$ cat src/rtl/alu_op_sequencer_pkg.sv
// Shared opcode/funct constants and ALU operation codes for the ALU sequencer.
package alu_op_sequencer_pkg;

  // Instruction opcodes
  localparam logic [5:0] OPC_RTYPE = 6'h00;
  localparam logic [5:0] OPC_BEQ   = 6'h04;
  localparam logic [5:0] OPC_BNE   = 6'h05;
  localparam logic [5:0] OPC_ADDI  = 6'h08;
  localparam logic [5:0] OPC_SLTI  = 6'h0A;
  localparam logic [5:0] OPC_ANDI  = 6'h0C;
  localparam logic [5:0] OPC_ORI   = 6'h0D;
  localparam logic [5:0] OPC_MULI  = 6'h1D;

  // R-type funct codes
  localparam logic [5:0] FN_SLL = 6'h01;
  localparam logic [5:0] FN_SRL = 6'h02;
  localparam logic [5:0] FN_ADD = 6'h20;
  localparam logic [5:0] FN_SUB = 6'h22;
  localparam logic [5:0] FN_AND = 6'h24;
  localparam logic [5:0] FN_OR  = 6'h25;
  localparam logic [5:0] FN_NOR = 6'h27;
  localparam logic [5:0] FN_SLT = 6'h2A;
  localparam logic [5:0] FN_MUL = 6'h2C;

  // ALU operation codes
  localparam logic [5:0] OPRN_NONE = 6'h00;
  localparam logic [5:0] OPRN_ADD  = 6'h01;
  localparam logic [5:0] OPRN_SUB  = 6'h02;
  localparam logic [5:0] OPRN_MUL  = 6'h03;
  localparam logic [5:0] OPRN_SRL  = 6'h04;
  localparam logic [5:0] OPRN_SLL  = 6'h05;
  localparam logic [5:0] OPRN_AND  = 6'h06;
  localparam logic [5:0] OPRN_OR   = 6'h07;
  localparam logic [5:0] OPRN_NOR  = 6'h08;
  localparam logic [5:0] OPRN_SLT  = 6'h09;

  // Width of the settle counter; covers a settle window of up to 15 cycles
  localparam int SETTLE_CNT_W = 4;

endpackage

$ cat src/rtl/alu_op_decode.sv
// Combinational instruction decode: maps opcode/funct to an ALU operation
// code and selects the two ALU operands. err flags unsupported instructions.
module alu_op_decode
  import alu_op_sequencer_pkg::*;
#(
  parameter int DATA_WIDTH = 32,
  parameter int OPRN_WIDTH = 6
) (
  input  logic [5:0]            opcode,
  input  logic [5:0]            funct,
  input  logic [4:0]            shamt,
  input  logic [DATA_WIDTH-1:0] rs,
  input  logic [DATA_WIDTH-1:0] rt,
  input  logic [15:0]           imm,
  output logic [OPRN_WIDTH-1:0] oprn,
  output logic [DATA_WIDTH-1:0] op1,
  output logic [DATA_WIDTH-1:0] op2,
  output logic                  err
);

  logic signed [DATA_WIDTH-1:0] imm_sx;
  logic        [DATA_WIDTH-1:0] imm_zx;
  logic        [DATA_WIDTH-1:0] shamt_zx;
  logic        [5:0]            code;

  assign imm_sx   = {{(DATA_WIDTH-16){imm[15]}}, imm};
  assign imm_zx   = {{(DATA_WIDTH-16){1'b0}}, imm};
  assign shamt_zx = {{(DATA_WIDTH-5){1'b0}}, shamt};

  // Operation and operand selection; anything unrecognised raises err
  always_comb begin
    code = OPRN_NONE;
    op1  = rs;
    op2  = rt;
    err  = 1'b0;
    case (opcode)
      OPC_RTYPE: begin
        case (funct)
          FN_ADD: code = OPRN_ADD;
          FN_SUB: code = OPRN_SUB;
          FN_MUL: code = OPRN_MUL;
          FN_AND: code = OPRN_AND;
          FN_OR:  code = OPRN_OR;
          FN_NOR: code = OPRN_NOR;
          FN_SLT: code = OPRN_SLT;
          FN_SRL: begin
            code = OPRN_SRL;
            op2  = shamt_zx;
          end
          FN_SLL: begin
            code = OPRN_SLL;
            op2  = shamt_zx;
          end
          default: err = 1'b1;
        endcase
      end
      OPC_ADDI: begin
        code = OPRN_ADD;
        op2  = imm_sx;
      end
      OPC_MULI: begin
        code = OPRN_MUL;
        op2  = imm_sx;
      end
      OPC_SLTI: begin
        code = OPRN_SLT;
        op2  = imm_sx;
      end
      OPC_ANDI: begin
        code = OPRN_AND;
        op2  = imm_zx;
      end
      OPC_ORI: begin
        code = OPRN_OR;
        op2  = imm_zx;
      end
      // Branch compare: subtract, the consumer looks at the zero flag
      OPC_BEQ, OPC_BNE: code = OPRN_SUB;
      default: err = 1'b1;
    endcase
  end

  assign oprn = OPRN_WIDTH'(code);

endmodule

$ cat src/rtl/alu_op_sequencer.sv
// Multi-cycle initiator for a combinational ALU: accepts a decoded
// instruction, drives registered ALU operands for a settle window,
// captures OUT/ZERO and returns them over a valid/ready response.
module alu_op_sequencer
  import alu_op_sequencer_pkg::*;
#(
  parameter int DATA_WIDTH    = 32,
  parameter int OPRN_WIDTH    = 6,
  parameter int SETTLE_CYCLES = 2
) (
  input  logic                  CLK,
  input  logic                  RST,
  input  logic                  REQ_VALID,
  output logic                  REQ_READY,
  input  logic [5:0]            REQ_OPCODE,
  input  logic [5:0]            REQ_FUNCT,
  input  logic [4:0]            REQ_SHAMT,
  input  logic [DATA_WIDTH-1:0] REQ_RS,
  input  logic [DATA_WIDTH-1:0] REQ_RT,
  input  logic [15:0]           REQ_IMM,
  output logic [DATA_WIDTH-1:0] ALU_OP1,
  output logic [DATA_WIDTH-1:0] ALU_OP2,
  output logic [OPRN_WIDTH-1:0] ALU_OPRN,
  input  logic [DATA_WIDTH-1:0] ALU_OUT,
  input  logic                  ALU_ZERO,
  output logic                  RSP_VALID,
  input  logic                  RSP_READY,
  output logic [DATA_WIDTH-1:0] RSP_RESULT,
  output logic                  RSP_ZERO,
  output logic                  RSP_ERR
);

  typedef enum logic [1:0] {
    IDLE   = 2'd0,
    SETTLE = 2'd1,
    RESP   = 2'd2
  } state_t;

  localparam logic [SETTLE_CNT_W-1:0] CNT_LOAD = SETTLE_CNT_W'(SETTLE_CYCLES - 1);

  state_t                  state, state_nxt;
  logic [SETTLE_CNT_W-1:0] settle_cnt;

  logic                    accept;
  logic                    capture;
  logic                    rsp_done;
  logic                    req_ready_c;

  logic [OPRN_WIDTH-1:0]   dec_oprn;
  logic [DATA_WIDTH-1:0]   dec_op1;
  logic [DATA_WIDTH-1:0]   dec_op2;
  logic                    dec_err;

  logic [DATA_WIDTH-1:0]   alu_op1_q;
  logic [DATA_WIDTH-1:0]   alu_op2_q;
  logic [OPRN_WIDTH-1:0]   alu_oprn_q;
  logic [DATA_WIDTH-1:0]   rsp_result_q;
  logic                    rsp_zero_q;
  logic                    rsp_err_q;
  logic                    rsp_valid_q;

  alu_op_decode #(
    .DATA_WIDTH (DATA_WIDTH),
    .OPRN_WIDTH (OPRN_WIDTH)
  ) u_decode (
    .opcode (REQ_OPCODE),
    .funct  (REQ_FUNCT),
    .shamt  (REQ_SHAMT),
    .rs     (REQ_RS),
    .rt     (REQ_RT),
    .imm    (REQ_IMM),
    .oprn   (dec_oprn),
    .op1    (dec_op1),
    .op2    (dec_op2),
    .err    (dec_err)
  );

  // State register; reset returns to IDLE ahead of any other event
  always_ff @(posedge CLK) begin
    if (RST) begin
      state <= IDLE;
    end else begin
      state <= state_nxt;
    end
  end

  // Next-state and handshake decode
  always_comb begin
    state_nxt   = state;
    req_ready_c = 1'b0;
    accept      = 1'b0;
    capture     = 1'b0;
    rsp_done    = 1'b0;
    case (state)
      IDLE: begin
        req_ready_c = 1'b1;
        if (REQ_VALID) begin
          accept    = 1'b1;
          state_nxt = dec_err ? RESP : SETTLE;
        end
      end
      SETTLE: begin
        if (settle_cnt == '0) begin
          capture   = 1'b1;
          state_nxt = RESP;
        end
      end
      RESP: begin
        if (rsp_valid_q && RSP_READY) begin
          rsp_done  = 1'b1;
          state_nxt = IDLE;
        end
      end
      default: state_nxt = IDLE;
    endcase
  end

  // Operand issue, settle countdown, result capture and response release
  always_ff @(posedge CLK) begin
    if (RST) begin
      settle_cnt   <= '0;
      alu_op1_q    <= '0;
      alu_op2_q    <= '0;
      alu_oprn_q   <= '0;
      rsp_result_q <= '0;
      rsp_zero_q   <= 1'b0;
      rsp_err_q    <= 1'b0;
      rsp_valid_q  <= 1'b0;
    end else begin
      if (accept) begin
        if (dec_err) begin
          rsp_result_q <= '0;
          rsp_zero_q   <= 1'b0;
          rsp_err_q    <= 1'b1;
          rsp_valid_q  <= 1'b1;
        end else begin
          alu_op1_q  <= dec_op1;
          alu_op2_q  <= dec_op2;
          alu_oprn_q <= dec_oprn;
          settle_cnt <= CNT_LOAD;
        end
      end
      if (state == SETTLE) begin
        if (capture) begin
          rsp_result_q <= ALU_OUT;
          rsp_zero_q   <= ALU_ZERO;
          rsp_err_q    <= 1'b0;
          rsp_valid_q  <= 1'b1;
        end else begin
          settle_cnt <= settle_cnt - 1'b1;
        end
      end
      if (rsp_done) begin
        rsp_valid_q <= 1'b0;
      end
    end
  end

  assign REQ_READY  = req_ready_c;
  assign ALU_OP1    = alu_op1_q;
  assign ALU_OP2    = alu_op2_q;
  assign ALU_OPRN   = alu_oprn_q;
  assign RSP_VALID  = rsp_valid_q;
  assign RSP_RESULT = rsp_result_q;
  assign RSP_ZERO   = rsp_zero_q;
  assign RSP_ERR    = rsp_err_q;

endmodule
$ cat config.mk
export PLATFORM = sky130hd
export DESIGN_NAME = alu_op_sequencer
export DESIGN_NICKNAME = d
export VERILOG_FILES = /design/src/rtl/alu_op_sequencer_pkg.sv /design/src/rtl/alu_op_decode.sv /design/src/rtl/alu_op_sequencer.sv
export SDC_FILE = /design/constraint.sdc
export NUM_CORES = 1
export LEC_CHECK = 0
export CAP_MARGIN = 40
export CORE_MARGIN = 2
export CORE_UTILIZATION = 41
export DETAILED_ROUTE_END_ITERATION = 6
export PLACE_DENSITY = 0.81
export REMOVE_ABC_BUFFERS = 1
export SYNTH_ARGS = -nofsm -noshare
export SYNTH_HDL_FRONTEND = slang
export SYNTH_SLANG_ARGS = --single-unit
$ cat constraint.sdc
create_clock -name CLK -period 2.83 [get_ports CLK]
set_input_delay 0.4245 -clock CLK [delete_from_list [all_inputs] [get_ports CLK]]
set_output_delay 0.4245 -clock CLK [all_outputs]
set_load 0.02 [all_outputs]
==> results.txt <==
F_max - 371 MHz
Initial DRC Count - 356
Maximum vdd drop - 290 uV
# DRC - 0
Vias/cell - 5.79
Yosys warns - 0
Syn Std Cell Area - 4960 um2
Die area - 13000 um2
CTS H-tree depth - 3
I/O pin cnt - 240
Die width - 114 um
Status - completed
Synthesized instance count - 476
GPL Wtd Cong - 0.865
Clock skew - 0.00874 ns
Ys async rst share - 0
Number of I/O port buffers - 237
Ys flop type - dfxtp_1
Leading cell type in the layout, fill and taps excluded - clkdlybuf4s50_1
Crit end category - register
Clock Path Buffers - 2
TritonCTS clock tree - yes
Initial antenna violation count - 0
CP peak stage delay - 0.68 ns
DRT Wirelength - 16200 um
Fill cell count - 961
Endpoints failing setup - 0
Most frequent cells in the layout - clkdlybuf4s50_1, dfxtp_1, a21oi_1, buf_4, a32o_1
CP Launch Type - input pin
P_leak - 2.73 nW
Cts bufs inserted - 9
Clock-pin slew of the registers on the worst-case setup and hold paths - 0.07 ns
Layout cells sized above 1 - 0.143
Row cnt - 40
RSZ-0062 raised after global routing - no
Sequential fraction of the synthesis area - 0.440
Area growth from synthesis to layout - 58.3%
Via count - 4981
Die Height - 114 um
Min Hold Slack - 0.465 ns
Root Buffer Master - clkbuf_16
Clock sink count - 109
Wirelength per Cell - 18.8 um
First-pass GRT wire length - 25200 um
Power Density - 438 nW/um2
Total GRT Usage - 0.240
CP Max Fanout - 18
Hold/Removal Path Class - register to register
Register Area - 2180 um2
Synth Register Bits - 109
Max-Slew Margin vs Limit - 0.453
Antenna Cells - 0
Drt first pass iters - 4
Unique cell type count in the Yosys netlist - 52
Crit-path cells - clkdlybuf4s50_1 -> nor2b_1 -> or3_1 -> a21o_1 -> nor3_4 -> buf_4 -> a211oi_2
Req. time, crit path - 3.03 ns
Critical path class - input pin to register
Initial Util - 0.416
Overall Power - 3.44 mW
Worst-Margin Slew - 0.818 ns
Vias in the first global route - 5109
Worst path slowest cell - nor3_4
Post-synth EDFFs - 0
Final worst path period need - 2.69 ns
Remaining antenna violation count - 0
Final hold viol count - 0
Congestion Overflow GR - 0
CP arrival - 2.89 ns
Fin crit share - 0.951
Hpwl dp - 11400 um
Clock insertion delay at the later pin of the skew report - 0.35 ns
Max-cap viol count - 0
Final core utilization - 0.659
Multi-input logic area - 2470 um2
Core area - 11900 um2
Largest net degree at the start of global routing - 43
Avg Inst Size Synth - 10.4 um2
Final nets - 844
Slew Limit Fails - 0
[final cells by class]
cell class | instances | share of cell area
Timing Repair Buffer | 276 | 0.345
Multi-Input combinational cell | 304 | 0.315
Sequential cell | 109 | 0.278
Clock buffer | 12 | 0.0314
Tap cell | 147 | 0.0234
Inverter | 8 | 0.00383
Clock inverter | 4 | 0.00303
[worst max-delay path, delay by kind of cell]
kind / cells / cell delay, ns
AO/OA/AOI/OAI: 2 / 0.33
buffers and inverters: 2 / 0.92
AND/OR/NAND/NOR: 3 / 1.21
[synthesized netlist by cell type, drive strengths merged, types with 3 or more instances]
cell type  count  area share
nor2          10      0.0076
nand2          9      0.0068
nand2b         3      0.0038
nor4           3      0.0038
a22oi         11       0.017
clkbuf        37       0.028
a32o          33       0.067
a31o          32       0.057
buf           20       0.035
a211oi        35       0.086
nor3           8       0.010
nor3b          6      0.0091
a221oi         5      0.0088
o311a         32       0.065
inv            8      0.0061
nor2b          4      0.0050
nand4          3      0.0038
and2           7      0.0088
a21oi         60       0.061
o21ai          8       0.010
dfxtp        109        0.44
[stage by stage]
stage	area, um2	instances	setup WS (ns)	TNS, ns
global route	7850	860	0.0141	0
CTS	7840	859	0.138	0
finish	7850	860	0.137	0
global placement	7570	843	-0.141	-7.08
detailed placement	7570	843	-0.216	-14.30
floorplan	4650	420	-0.839	-54.67
[report_power, final]
part	internal (mW)	switching (mW)	leakage [nW]
Combinational	0.340	0.316	1.71
Sequential	1.58	0.0234	0.882
Clock	0.620	0.566	0.136
[flip-flops by register name, summed over array words and instances, names as in the netlist]
signal	cells
ALU_OP2	32
ALU_OPRN	4
settle_cnt	4
RSP_ZERO	1
state	2
ALU_OP1	32
RSP_RESULT	32
RSP_VALID	1
RSP_ERR	1
[worst paths after layout]
path	depth (start not counted)	slack [ns]	end	from
worst max-delay path	7	0.14	ALU_OP2[30]$_SDFFE_PP0P_	REQ_OPCODE[0]
worst min-delay path	2	0.47	RSP_ERR$_SDFF_PP0_	RSP_ERR$_SDFF_PP0_
worst max register to register	5	0.69	ALU_OP2[30]$_SDFFE_PP0P_	state[1]$_SDFFE_PP0P_
worst min register to register	2	0.47	RSP_ERR$_SDFF_PP0_	RSP_ERR$_SDFF_PP0_
[cell families (layout without fill, tap and decap cells)]
kind of cell	after synthesis	in the layout	share of synthesized area
and+or+nand+nor	63	63	0.0775
xor gates and xnor gates	4	4	0.00707
buffers and inverters	65	300	0.0689
DFF	109	109	0.440
AOI/OAI and AO/OA	232	233	0.401
other	1	2	0.000756
adders and majority gates	2	2	0.00505
[repair_timing]
item / in CTS / in global routing
setup endpoints to repair: 0 / 1
hold buffers: 0 / 0
setup buffers: 0 / 0
resized for setup: 0 / 0
hold endpoints to repair: 0 / 0
[routing by layer]
layer | vias to the layer above | global-route usage | routed length, um
li1 | 2363 | - | -
met2 | 184 | 0.415 | 8040
met4 | 0 | 0.0667 | 256
met1 | 2411 | 0.290 | 6680
met3 | 23 | 0.0680 | 1220
met5 | - | 0 | 0
(Power assumes the default switching activity.)
